[src/rtl/hb_decim2_out_pkg.sv]
// Shared DSP package: 1s17 sample type, its limits and the
// shift-with-overflow helpers used by the decimator gain stage.
package dsp_pkg;

  localparam int SAMPLE_W  = 18;
  localparam int MAX_SHIFT = 3;

  typedef logic signed [SAMPLE_W-1:0]           sample_t;
  typedef logic signed [SAMPLE_W+MAX_SHIFT-1:0] sample_ext_t;

  localparam sample_t SAMPLE_MAX = 18'sh1FFFF;
  localparam sample_t SAMPLE_MIN = 18'sh20000;

  // Sign-extend to the widest legal shift and apply the gain.
  function automatic sample_ext_t shift_ext(input sample_t x, input int unsigned sh);
    sample_ext_t e;
    e = sample_ext_t'(x);
    return e <<< sh;
  endfunction

  // True when the bits above the 1s17 result are not a sign extension of it.
  function automatic logic shift_ovf(input sample_t x, input int unsigned sh);
    sample_ext_t e;
    e = shift_ext(x, sh);
    return !((&e[SAMPLE_W+MAX_SHIFT-1:SAMPLE_W-1]) || !(|e[SAMPLE_W+MAX_SHIFT-1:SAMPLE_W-1]));
  endfunction

  // Shift and clamp to the 1s17 range on overflow, by the sign of the input.
  function automatic sample_t sat_shift(input sample_t x, input int unsigned sh);
    sample_ext_t e;
    e = shift_ext(x, sh);
    if (shift_ovf(x, sh)) begin
      return x[SAMPLE_W-1] ? SAMPLE_MIN : SAMPLE_MAX;
    end
    return e[SAMPLE_W-1:0];
  endfunction

  // Shift and keep the low bits (two's-complement wrap).
  function automatic sample_t wrap_shift(input sample_t x, input int unsigned sh);
    sample_ext_t e;
    e = shift_ext(x, sh);
    return e[SAMPLE_W-1:0];
  endfunction

endpackage

[src/rtl/hb_decim2_out_if.sv]
// Valid/ready sample stream leaving the decimator towards the next consumer.
interface hb_decim2_out_if
  import dsp_pkg::*;
#(
  parameter int WIDTH = SAMPLE_W
);
  logic signed [WIDTH-1:0] y_out;
  logic                    y_valid;
  logic                    y_ready;

  modport master (output y_out, output y_valid, input  y_ready);
  modport slave  (input  y_out, input  y_valid, output y_ready);
endinterface

[src/rtl/hb_decim2_out_sync_fifo_sa.sv]
// Show-ahead synchronous FIFO. The head entry is presented whenever the FIFO
// is non-empty; a push into a full FIFO only succeeds if a pop happens in the
// same cycle, otherwise it is discarded and reported on o_drop for one cycle.
module sync_fifo_sa
  import dsp_pkg::*;
#(
  parameter int WIDTH = SAMPLE_W,
  parameter int DEPTH = 4
) (
  input  logic                     sys_clk,
  input  logic                     reset,
  input  logic                     i_push,
  input  logic [WIDTH-1:0]         i_data,
  input  logic                     i_ready,
  output logic [WIDTH-1:0]         o_data,
  output logic                     o_valid,
  output logic [$clog2(DEPTH):0]   o_count,
  output logic                     o_drop
);

  localparam int PW = $clog2(DEPTH);
  localparam int CW = PW + 1;

  logic [WIDTH-1:0] r_mem [DEPTH];
  logic [PW-1:0]    r_wr_ptr;
  logic [PW-1:0]    r_rd_ptr;
  logic [CW-1:0]    r_count;

  logic w_empty;
  logic w_full;
  logic w_pop;
  logic w_push;

  assign w_empty = (r_count == '0);
  assign w_full  = (r_count == CW'(DEPTH));
  assign w_pop   = i_ready & ~w_empty;
  assign w_push  = i_push & (~w_full | w_pop);
  assign o_drop  = i_push & w_full & ~w_pop;

  // Storage and write pointer; contents are cleared so nothing stale survives reset.
  always_ff @(posedge sys_clk or posedge reset) begin
    if (reset) begin
      for (int i = 0; i < DEPTH; i++) begin
        r_mem[i] <= '0;
      end
      r_wr_ptr <= '0;
    end else if (w_push) begin
      r_mem[r_wr_ptr] <= i_data;
      r_wr_ptr        <= r_wr_ptr + PW'(1);
    end
  end

  // Read pointer advances on every accepted handshake.
  always_ff @(posedge sys_clk or posedge reset) begin
    if (reset) begin
      r_rd_ptr <= '0;
    end else if (w_pop) begin
      r_rd_ptr <= r_rd_ptr + PW'(1);
    end
  end

  // Occupancy tracks push/pop; a simultaneous push and pop leaves it unchanged.
  always_ff @(posedge sys_clk or posedge reset) begin
    if (reset) begin
      r_count <= '0;
    end else begin
      case ({w_push, w_pop})
        2'b10:   r_count <= r_count + CW'(1);
        2'b01:   r_count <= r_count - CW'(1);
        default: r_count <= r_count;
      endcase
    end
  end

  assign o_data  = w_empty ? '0 : r_mem[r_rd_ptr];
  assign o_valid = ~w_empty;
  assign o_count = r_count;

endmodule

[src/rtl/hb_decim2_out.sv]
// Decimate-by-2 output stage behind the second halfband filter.
// Keeps one sample in two (phase realigned on sam_clk_en), applies a
// power-of-two gain with sticky overflow, and buffers into a show-ahead FIFO.
// Optional feature macro: HB_DECIM2_SAT_EN (saturate on gain overflow
// instead of wrapping).
// WIDTH is expected to match dsp_pkg::SAMPLE_W; GAIN_SHIFT must be 0..3.
module hb_decim2_out
  import dsp_pkg::*;
#(
  parameter int          WIDTH      = SAMPLE_W,
  parameter int unsigned GAIN_SHIFT = 1,
  parameter int          DEPTH      = 4
) (
  input  logic                   sys_clk,
  input  logic                   reset,
  input  logic                   sam_clk_en,
  input  logic                   sys_clk2_en,
  input  logic [WIDTH-1:0]       x_in,
  input  logic                   phase_sel,
  hb_decim2_out_if.master        y_bus,
  output logic                   ovf,
  output logic                   drop,
  output logic [$clog2(DEPTH):0] count
);

  logic             r_ph;
  logic             r_g_vld;
  logic [WIDTH-1:0] r_g_data;
  logic             r_ovf;
  logic             r_drop;

  logic             w_capture;
  logic [WIDTH-1:0] w_gain;
  logic             w_gain_ovf;
  logic             w_fifo_drop;
  logic [WIDTH-1:0] w_fifo_data;
  logic             w_fifo_valid;

  assign w_capture  = sys_clk2_en & (r_ph == phase_sel);
  assign w_gain_ovf = shift_ovf(sample_t'(x_in), GAIN_SHIFT);

`ifdef HB_DECIM2_SAT_EN
  assign w_gain = WIDTH'(sat_shift(sample_t'(x_in), GAIN_SHIFT));
`else
  assign w_gain = WIDTH'(wrap_shift(sample_t'(x_in), GAIN_SHIFT));
`endif

  // Phase bit: forced to 0 on the sample strobe, otherwise toggles on each 2x strobe.
  always_ff @(posedge sys_clk or posedge reset) begin
    if (reset) begin
      r_ph <= 1'b0;
    end else if (sys_clk2_en) begin
      r_ph <= sam_clk_en ? 1'b0 : ~r_ph;
    end
  end

  // Gain stage register: holds the scaled kept sample for one-cycle push into the FIFO.
  always_ff @(posedge sys_clk or posedge reset) begin
    if (reset) begin
      r_g_vld  <= 1'b0;
      r_g_data <= '0;
    end else begin
      r_g_vld <= w_capture;
      if (w_capture) begin
        r_g_data <= w_gain;
      end
    end
  end

  // Sticky flags: gain overflow on a kept sample, and any push lost to a full FIFO.
  always_ff @(posedge sys_clk or posedge reset) begin
    if (reset) begin
      r_ovf  <= 1'b0;
      r_drop <= 1'b0;
    end else begin
      if (w_capture && w_gain_ovf) begin
        r_ovf <= 1'b1;
      end
      if (w_fifo_drop) begin
        r_drop <= 1'b1;
      end
    end
  end

  sync_fifo_sa #(
    .WIDTH (WIDTH),
    .DEPTH (DEPTH)
  ) u_fifo (
    .sys_clk (sys_clk),
    .reset   (reset),
    .i_push  (r_g_vld),
    .i_data  (r_g_data),
    .i_ready (y_bus.y_ready),
    .o_data  (w_fifo_data),
    .o_valid (w_fifo_valid),
    .o_count (count),
    .o_drop  (w_fifo_drop)
  );

  assign y_bus.y_out   = w_fifo_data;
  assign y_bus.y_valid = w_fifo_valid;
  assign ovf           = r_ovf;
  assign drop          = r_drop;

endmodule

[src/flat_wrapper.sv]
// flat-port wrapper written by rule: the top's interface ports become plain ports
module hb_decim2_out_flat import dsp_pkg::*;
#(
  parameter int          WIDTH      = SAMPLE_W,
  parameter int unsigned GAIN_SHIFT = 1,
  parameter int          DEPTH      = 4
)
  (sys_clk, reset, sam_clk_en, sys_clk2_en, x_in, phase_sel, ovf, drop, count, y_bus_y_out, y_bus_y_valid, y_bus_y_ready);
  hb_decim2_out_if #(.WIDTH(WIDTH)) y_bus_i ();
  input  logic sys_clk;
  input  logic reset;
  input  logic sam_clk_en;
  input  logic sys_clk2_en;
  input  logic [WIDTH-1:0] x_in;
  input  logic phase_sel;
  output logic ovf;
  output logic drop;
  output logic [$clog2(DEPTH):0] count;
  output wire logic [$bits(y_bus_i.y_out)-1:0] y_bus_y_out;
  output wire logic [$bits(y_bus_i.y_valid)-1:0] y_bus_y_valid;
  input wire logic [$bits(y_bus_i.y_ready)-1:0] y_bus_y_ready;
  assign y_bus_y_out = y_bus_i.y_out;
  assign y_bus_y_valid = y_bus_i.y_valid;
  assign y_bus_i.y_ready = y_bus_y_ready;
  hb_decim2_out #(.WIDTH(WIDTH), .GAIN_SHIFT(GAIN_SHIFT), .DEPTH(DEPTH)) u_core (.sys_clk(sys_clk), .reset(reset), .sam_clk_en(sam_clk_en), .sys_clk2_en(sys_clk2_en), .x_in(x_in), .phase_sel(phase_sel), .y_bus(y_bus_i), .ovf(ovf), .drop(drop), .count(count));
endmodule
[config.mk]
export PLATFORM = sky130hd
export DESIGN_NAME = hb_decim2_out_flat
export DESIGN_NICKNAME = d
export VERILOG_FILES = /design/src/rtl/hb_decim2_out_pkg.sv /design/src/rtl/hb_decim2_out_if.sv /design/src/rtl/hb_decim2_out_sync_fifo_sa.sv /design/src/rtl/hb_decim2_out.sv /design/src/flat_wrapper.sv
export SDC_FILE = /design/constraint.sdc
export NUM_CORES = 1
export LEC_CHECK = 0
export ABC_AREA = 0
export CORE_ASPECT_RATIO = 1.4
export CORE_UTILIZATION = 40
export DETAILED_ROUTE_END_ITERATION = 8
export GPL_TIMING_DRIVEN = 1
export MAX_ROUTING_LAYER = met4
export PLACE_DENSITY = 0.6
export SKIP_CTS_REPAIR_TIMING = 1
export SLEW_MARGIN = 20
export SYNTH_ARGS = -nofsm -noshare
export SYNTH_HDL_FRONTEND = slang
export SYNTH_SLANG_ARGS = --single-unit
[constraint.sdc]
create_clock -name sys_clk -period 3.85 [get_ports sys_clk]
set_input_delay 0.5775 -clock sys_clk [delete_from_list [all_inputs] [get_ports sys_clk]]
set_output_delay 0.5775 -clock sys_clk [all_outputs]
set_load 0.005 [all_outputs]
==> flow_metrics.py, run 1 <==
metrics = {
    "yosys": {
        "yosysTopAreaCell": "dfrtp_1",
        "synth_top_area_frac": 0.563,
        "synth_fp_nets": 300,
        "synth_cells": 270,
        "yosys_register_bits": 96,
        "yosysWarnings": 0,
        "async_reset_ff_frac": 1.00,
        "synth_common_cells": "96 x dfrtp_1, 86 x mux2_2, 18 x and2_1",
        "synthFlopType": "dfrtp_1",
        "yosysMostFrequentCell": "dfrtp_1",
        "syn_area_sq_um": 4270,
        "synth_edf_count": 0,
        "yosys-top-cells-area": "dfrtp_1 56%, mux2_2 23%, mux4_2 9.0%, and2_1 2.6%, ha_1 1.5%",
        "synth_seq_area_share": 0.563,
        "synth.avg_cell_area_sq_um": 15.8,
        "yosysUniqueCellTypes": 25,
    },
    "die": {
        "core_area_sq_um": 10300,
        "dieWidth_microns": 89.3,
        "design.portCount": 48,
        "initial_core_util": 0.412,
        "dieHeight_microns": 124,
        "dieArea_sq_um": 11100,
        "rows": 44,
    },
    "clock_tree": {
        "clkTransAtPathRegs_ns": 0.06,
        "cts_buffers": 9,
        "insertion_delay_ns": 0.34,
        "htreeDepth": 3,
        "cts_root_buf": "clkbuf_16",
        "cts_buffer_depth": 2,
        "cts_sinks": 96,
        "cts_tree": "built",
    },
    "sta": {
        "slew_headroom": 0.334,
        "rsz0062_at_grt": "false",
        "setup_viol": 0,
        "tns_ns": 0,
        "hold_viol": 0,
        "worst_slack_ns": 0.973,
        "fmax_mhz": 348,
        "period_needed_ns": 2.88,
        "period_share": 0.747,
        "holdWs_ns": 0.474,
        "final_max_slew_viol_count": 0,
        "fin_skew_ns": 0.00582,
        "worst-slew-pin-transition_ns": 0.997,
    },
    "grt": {
        "grt_pass1_vias": 2521,
        "track_usage": 0.169,
        "grt_pass1_wl_mm": 13.2,
        "grt_max_degree": 62,
        "grt_antenna_before_repair": 0,
        "grt_overflow": 0,
    },
    "worst_setup_path": {
        "worstPathMaxFanout": 10,
        "critPathLaunchType": "flop",
        "cp.required_ns": 3.27,
        "crit_type": "reg2out",
        "endpoint_kind": "output pin",
        "max_stage_delay_ns": 0.71,
        "worst_ep_arrival_time_ns": 2.30,
        "crit_path_top_delay_cell": "dfrtp_1",
        "crit_chain": "buf_4 > mux4_2 > and2_1 > clkdlybuf4s50_1",
    },
    "detailed_routing": {
        "drcViolationCount": 0,
        "vias": 2329,
        "met2_length_mm": 4.05,
        "top_layer": "met4",
        "detail_route.wl_per_cell_microns": 16.9,
        "route.met3.wl_microns": 169,
        "drt_iter0_markers": 67,
        "firstDrtPassIters": 4,
        "drtAntennaViolNets": 0,
        "via_per_inst": 5.01,
        "wl_met1_mm": 3.48,
        "finalWirelength_mm": 7.87,
    },
    "placed_design": {
        "dpl.hpwl_mm": 4.93,
        "placed_area_sq_um": 4870,
        "portBuffers": 46,
        "post-place-ws_ns": 0.988,
        "place_inst": 450,
        "routabilityCongestion": 0.742,
    },
    "cells_and_area": {
        "fin_util": 0.497,
        "finalInstanceArea_sq_um": 5150,
        "n_antenna_cell": 0,
        "area_growth_pct": 20.7,
        "fin_nets": 353,
        "layoutNonFillerInstCount": 465,
        "drive_gt1_frac": 0.401,
    },
    "job": {
        "drv_cap": 0,
    },
    "run_status": {
        "status": "completed",
    },
    "pwr": {
        "p_leak_nw": 2.16,
        "p_total_mw": 4.31,
        "vdd_drop_max_mv": 0.320,
        "powerDensity_nw_per_um2": 837,
    },
    "min_path": {
        "min_path_type": "reg2reg",
    },
}
layout make-up:
class | instances | area, sq um
Sequential cell | 96 | 2400
Tap cell | 138 | 173
Clock buffer | 12 | 256
Clock inverter | 3 | 17.5
Inverter | 7 | 28.8
Multi-Input combinational cell | 155 | 1750
Timing Repair Buffer | 54 | 520
Fill cell | 929 | 5200
worst max-delay path, delay by kind of cell (launching register included):
| kind | cells | cell delay (ns) |
|---|---|---|
| buffers and inverters | 2 | 0.75 |
| DFF | 1 | 0.71 |
| muxes | 1 | 0.32 |
| and+or+nand+nor | 1 | 0.18 |
sequential cells by signal, indices dropped and copies added, names as in the netlist:
| register | cells |
|---|---|
| u_core.r_ph | 1 |
| u_core.u_fifo.r_mem | 68 |
| u_core.r_g_vld | 1 |
| u_core.u_fifo.r_rd_ptr | 2 |
| u_core.drop | 1 |
| u_core.u_fifo.o_count | 3 |
| u_core.ovf | 1 |
| u_core.r_g_data | 17 |
| u_core.u_fifo.r_wr_ptr | 2 |
layout by cell type, fill, tap and decap left out:
| cell type | count |
|---|---|
| ha_1 | 5 |
| nor4b_4 | 1 |
| inv_1 | 6 |
| clkinvlp_4 | 1 |
| clkbuf_8 | 2 |
| clkbuf_16 | 9 |
| nand2_1 | 5 |
| clkbuf_1 | 1 |
| nand3_1 | 1 |
| nor2_2 | 4 |
| dfrtp_1 | 96 |
| and2_1 | 18 |
| mux4_2 | 17 |
| inv_4 | 1 |
| mux2i_1 | 2 |
| xnor2_1 | 5 |
| clkinv_2 | 2 |
| or3_1 | 1 |
| buf_4 | 8 |
| fa_1 | 1 |
| nor2_1 | 1 |
| a21o_1 | 1 |
| conb_1 | 1 |
| clkdlybuf4s50_1 | 46 |
| nand2b_1 | 2 |
| xor2_1 | 3 |
| mux2_2 | 86 |
| o21bai_1 | 1 |
final timing paths:
path	startpoint	end	slack, ns	cells after the start
worst min register to register	u_core.drop	u_core.drop	0.47	1
min in group asynchronous	reset	u_core.r_g_data[6]	0.72	2
worst max-delay path	u_core.u_fifo.r_rd_ptr[1]	y_bus_y_out[17]	0.97	4
worst max register to register	u_core.u_fifo.o_count[0]	u_core.u_fifo.o_count[2]	1.38	8
worst min-delay path	u_core.drop	u_core.drop	0.47	1
max in group asynchronous	reset	u_core.u_fifo.r_mem[25]	2.36	3
report_power, final:
group | internal (mW) | switching (mW) | total [mW]
clock | 0.467 | 0.357 | 0.824
sequential | 1.46 | 0.292 | 1.75
combinational | 1.17 | 0.558 | 1.73
total | 3.10 | 1.21 | 4.31
logic make-up (layout without fill, tap and decap cells):
group           after synthesis  in the layout  share of synthesized area
mux                         105            105                      0.321
flops                        96             96                      0.563
simple gates                 33             33                     0.0487
buf+inv                      19             76                     0.0267
xor+xnor                      8              8                     0.0164
fa+ha+maj                     6              6                     0.0194
compound gates                2              2                    0.00352
other cells                   1              1                   0.000879
routing by layer:
layer  track usage  up-vias
li1              -     1053
met1         0.212     1231
met2         0.268       33
met3        0.0299       12
met4        0.0700        0
met5             -        -
No activity file was read; power rests on OpenSTA's default activity.
==> run 2, diff against run 1 <==
==> constraint.sdc (replaced) <==
create_clock -name sys_clk -period 2.9 [get_ports sys_clk]
set_input_delay 0.435 -clock sys_clk [delete_from_list [all_inputs] [get_ports sys_clk]]
set_output_delay 0.435 -clock sys_clk [all_outputs]
set_load 0.005 [all_outputs]
==> flow_metrics.py, run 2 (synthesis results as in run 1) <==
metrics = {
    "clock_tree": {
        "cts_buffers": 9,
        "cts_tree": "built",
        "htreeDepth": 3,
        "clkTransAtPathRegs_ns": 0.06,
        "cts_root_buf": "clkbuf_16",
        "insertion_delay_ns": 0.34,
        "cts_buffer_depth": 2,
        "cts_sinks": 96,
    },
    "sta": {
        "fmax_mhz": 383,
        "hold_viol": 0,
        "rsz0062_at_grt": "false",
        "worst_slack_ns": 0.288,
        "period_share": 0.901,
        "setup_viol": 0,
        "worst-slew-pin-transition_ns": 0.520,
        "slew_headroom": 0.653,
        "fin_skew_ns": 0.00529,
        "final_max_slew_viol_count": 0,
        "period_needed_ns": 2.61,
        "tns_ns": 0,
        "holdWs_ns": 0.481,
    },
    "placed_design": {
        "placed_area_sq_um": 4960,
        "post-place-ws_ns": 0.414,
        "portBuffers": 46,
        "place_inst": 454,
        "routabilityCongestion": 0.676,
        "dpl.hpwl_mm": 5.11,
    },
    "cells_and_area": {
        "final_common_cell": "dfrtp_1",
        "largest_register_ffs": 68,
        "layout_common_cells": "96 x dfrtp_1, 86 x mux2_2, 46 x clkdlybuf4s50_1",
        "fin_util": 0.506,
        "area_growth_pct": 22.7,
        "n_antenna_cell": 0,
        "fin_nets": 357,
        "finalInstanceArea_sq_um": 5230,
        "largest-register": "u_core.u_fifo.r_mem",
        "drive_gt1_frac": 0.404,
        "layoutNonFillerInstCount": 470,
    },
    "die": {
        "rows": 44,
        "initial_core_util": 0.412,
        "dieWidth_microns": 89.3,
        "dieArea_sq_um": 11100,
        "dieHeight_microns": 124,
        "core_area_sq_um": 10300,
        "design.portCount": 48,
    },
    "worst_setup_path": {
        "reg2reg_from": "u_core.u_fifo.o_count[0]",
        "endpoint_kind": "output pin",
        "worst_ep_arrival_time_ns": 2.18,
        "critPathLaunchType": "flop",
        "cp.depth": 4,
        "crit_path_start": "u_core.u_fifo.r_rd_ptr[1]",
        "crit_chain": "buf_4 > mux4_2 > and2_1 > clkdlybuf4s50_1",
        "worstPathMaxFanout": 9,
        "crit_type": "reg2out",
        "max_stage_delay_ns": 0.60,
        "cpLargestDelayFamily": "buffers and inverters",
        "r2r_setup_slack_ns": 0.72,
        "rr_worst_depth": 8,
        "crit_path_top_delay_cell": "dfrtp_1",
        "crit_buf_inv": 2,
        "timing.rr.end": "u_core.u_fifo.o_count[2]",
        "cp.required_ns": 2.47,
        "cp-endpoint": "y_bus_y_out[10]",
    },
    "grt": {
        "grt_pass1_wl_mm": 13.0,
        "grt_overflow": 0,
        "grt_antenna_before_repair": 0,
        "grt_pass1_vias": 2451,
        "grt_max_degree": 97,
        "track_usage": 0.165,
    },
    "min_path": {
        "min_path_type": "reg2reg",
    },
    "pwr": {
        "powerDensity_nw_per_um2": 1110,
        "p_leak_nw": 2.19,
        "p_total_mw": 5.79,
        "vdd_drop_max_mv": 0.373,
    },
    "job": {
        "drv_cap": 0,
    },
    "detailed_routing": {
        "via_per_inst": 4.93,
        "finalWirelength_mm": 7.90,
        "drcViolationCount": 0,
        "firstDrtPassIters": 4,
        "drtAntennaViolNets": 0,
        "drt_iter0_markers": 66,
        "detail_route.wl_per_cell_microns": 16.8,
        "vias": 2319,
    },
    "run_status": {
        "status": "completed",
    },
}
[run 2: power breakdown]
part / total, mW / switching (mW) / internal, mW
clock: 1.11 / 0.479 / 0.630
combinational: 2.37 / 0.767 / 1.60
sequential: 2.31 / 0.375 / 1.94
[run 2: layer usage]
| layer | vias up | part of all wire | global-route usage | wire length, microns |
|---|---|---|---|---|
| met5 | - | 0 | - | 0 |
| met4 | 0 | 0.020 | 0.0784 | 157 |
| met3 | 11 | 0.014 | 0.0199 | 110 |
| met2 | 28 | 0.51 | 0.253 | 4000 |
| met1 | 1216 | 0.46 | 0.215 | 3630 |
| li1 | 1064 | - | - | - |
[run 2: final cells by class]
cell class | instances | area, sq um
fill | 924 | 5120
sequential | 96 | 2400
clock buffer | 14 | 264
timing repair buffer | 58 | 601
tap | 138 | 173
multi-input combinational | 155 | 1750
clock inverter | 2 | 13.8
inverter | 7 | 30.0
[run 2: worst min path at each step]
stage	startpoint	end	slack, ns	cells after the start
2_1_floorplan	u_core.drop	u_core.drop	0.45	1
3_3_place_gp	u_core.ovf	u_core.ovf	0.46	1
3_5_place_dp	u_core.drop	u_core.drop	0.47	1
4_1_cts	u_core.drop	u_core.drop	0.48	1
5_1_grt	u_core.drop	u_core.drop	0.50	1
6_report	u_core.drop	u_core.drop	0.48	1
==> run 3, diff against run 2 <==
--- a/config.mk
+++ b/config.mk
@@ -7,11 +7,11 @@
 export LEC_CHECK = 0
 export ABC_AREA = 0
 export CORE_ASPECT_RATIO = 1.4
-export CORE_UTILIZATION = 40
+export CORE_UTILIZATION = 35
 export DETAILED_ROUTE_END_ITERATION = 8
 export GPL_TIMING_DRIVEN = 1
 export MAX_ROUTING_LAYER = met4
-export PLACE_DENSITY = 0.6
+export PLACE_DENSITY = 0.54
 export SKIP_CTS_REPAIR_TIMING = 1
 export SLEW_MARGIN = 20
 export SYNTH_ARGS = -nofsm -noshare
==> flow_metrics.py, run 3 (synthesis results as in run 1) <==
metrics = {
    "sta": {
        "period_share": 0.916,
        "rsz0062_at_grt": "false",
        "worst-slew-pin-transition_ns": 1.06,
        "hold_viol": 0,
        "tns_ns": 0,
        "period_needed_ns": 2.66,
        "final_max_slew_viol_count": 0,
        "fmax_mhz": 376,
        "holdWs_ns": 0.479,
        "setup_viol": 0,
        "slew_headroom": 0.292,
        "fin_skew_ns": 0.00340,
    },
    "cells_and_area": {
        "largest-register": "u_core.u_fifo.r_mem",
        "drive_gt1_frac": 0.409,
        "seq_area_sq_um": 2400,
        "area_growth_pct": 23.3,
        "finalInstanceArea_sq_um": 5260,
        "largest_register_ffs": 68,
        "layout_common_cells": "96 x dfrtp_1, 86 x mux2_2, 46 x clkdlybuf4s50_1",
        "fill_cells": 1110,
        "fin_nets": 355,
        "final_common_cell": "dfrtp_1",
        "n_antenna_cell": 0,
        "multi_input_area_sq_um": 1750,
    },
    "run_status": {
        "status": "completed",
    },
    "placed_design": {
        "routabilityCongestion": 0.661,
        "portBuffers": 46,
        "dpl.hpwl_mm": 5.25,
        "placed_area_sq_um": 4940,
    },
    "grt": {
        "grt_antenna_before_repair": 0,
        "grt_max_degree": 97,
        "track_usage": 0.157,
        "grt_pass1_wl_mm": 14.1,
        "grt_pass1_vias": 2613,
        "grt_overflow": 0,
    },
    "pwr": {
        "vdd_drop_max_mv": 0.460,
        "powerDensity_nw_per_um2": 1140,
        "p_leak_nw": 2.20,
    },
    "detailed_routing": {
        "route.met3.wl_microns": 165,
        "detail_route.wl_per_cell_microns": 17.5,
        "drtAntennaViolNets": 0,
        "vias": 2363,
        "finalWirelength_mm": 8.36,
        "drt_iter0_markers": 77,
        "wl_met1_mm": 3.68,
        "firstDrtPassIters": 4,
        "via_per_inst": 4.95,
        "top_layer": "met4",
        "drcViolationCount": 0,
        "met2_length_mm": 4.32,
    },
    "clock_tree": {
        "cts_sinks": 96,
        "cts_tree": "built",
        "htreeDepth": 3,
        "clkTransAtPathRegs_ns": 0.07,
        "cts_buffer_depth": 2,
        "cts_root_buf": "clkbuf_16",
        "cts_buffers": 9,
        "insertion_delay_ns": 0.34,
    },
    "die": {
        "design.portCount": 48,
        "dieArea_sq_um": 12600,
        "core_area_sq_um": 11900,
        "initial_core_util": 0.359,
        "dieHeight_microns": 133,
        "dieWidth_microns": 95.3,
        "rows": 47,
    },
    "worst_setup_path": {
        "reg2reg_from": "u_core.u_fifo.o_count[0]",
        "timing.rr.end": "u_core.u_fifo.o_count[2]",
        "crit_path_top_delay_cell": "dfrtp_1",
        "crit_chain": "mux4_2 > and2_1 > clkdlybuf4s50_1",
        "critPathLaunchType": "flop",
        "cp.required_ns": 2.47,
        "max_stage_delay_ns": 0.70,
        "crit_type": "reg2out",
        "worstPathMaxFanout": 8,
        "rr_worst_depth": 8,
        "r2r_setup_slack_ns": 0.59,
        "worst_ep_arrival_time_ns": 2.22,
        "endpoint_kind": "output pin",
    },
    "min_path": {
        "min_to": "u_core.ovf",
        "hold_depth": 1,
        "hp-start": "u_core.ovf",
        "min_path_type": "reg2reg",
    },
    "job": {
        "drv_cap": 0,
    },
}
[run 3: cell types whose count changed in the layout (fill, tap and decap cells not counted), sizes merged]
cell / delta
clkbuf: -4
clkinvlp: +1
clkinv: +1
buf: -2
bufinv: +2
[run 3: final cells by class]
type	instances	area share
inverters	7	0.00571
flip-flops and latches	96	0.457
repair buffers	56	0.109
multi-input cells	155	0.333
clock inverters	6	0.0157
clock buffers	10	0.0454
well taps	147	0.0350
[run 3: worst max-delay path, delay by kind of cell (launching register included)]
kind | cells | cell delay, ns
DFF | 1 | 0.70
muxes | 1 | 0.57
buffers and inverters | 1 | 0.44
and+or+nand+nor | 1 | 0.18
[run 3: report_power, final]
part | switching, mW | leakage [nW] | internal, mW
Sequential | 0.397 | 1.15 | 1.94
Clock | 0.504 | 0.158 | 0.774
Combinational | 0.756 | 0.896 | 1.60
[run 3: metrics by stage]
step	setup slack, ns	std cells	total power, mW	utilization
after floorplan	0.741	270	3.75	-
after global placement	0.220	461	4.71	0.416
after detailed placement	0.150	461	4.77	0.416
after CTS	0.181	477	6.07	0.443
after global routing	0.135	477	6.38	0.443
final	0.243	477	5.97	0.443
[run 3: how the worst max path moves through the flow]
stage / start / cells after the start / to / slack [ns]
6_report: u_core.u_fifo.r_rd_ptr[1] / 3 / y_bus_y_out[14] / 0.24
5_1_grt: u_core.u_fifo.r_rd_ptr[1] / 3 / y_bus_y_out[14] / 0.14
4_1_cts: u_core.u_fifo.r_rd_ptr[1] / 3 / y_bus_y_out[15] / 0.18
3_5_place_dp: y_bus_y_ready / 9 / u_core.u_fifo.o_count[2] / 0.15
3_3_place_gp: y_bus_y_ready / 9 / u_core.u_fifo.o_count[2] / 0.22
2_1_floorplan: u_core.u_fifo.o_count[0] / 8 / u_core.u_fifo.o_count[2] / 0.74
[run 3: routing by layer]
metal / up-vias / global-route usage
li1: 1065 / -
met2: 30 / 0.246
met1: 1258 / 0.195
met4: 0 / 0.0800
met3: 10 / 0.0230
met5: - / -
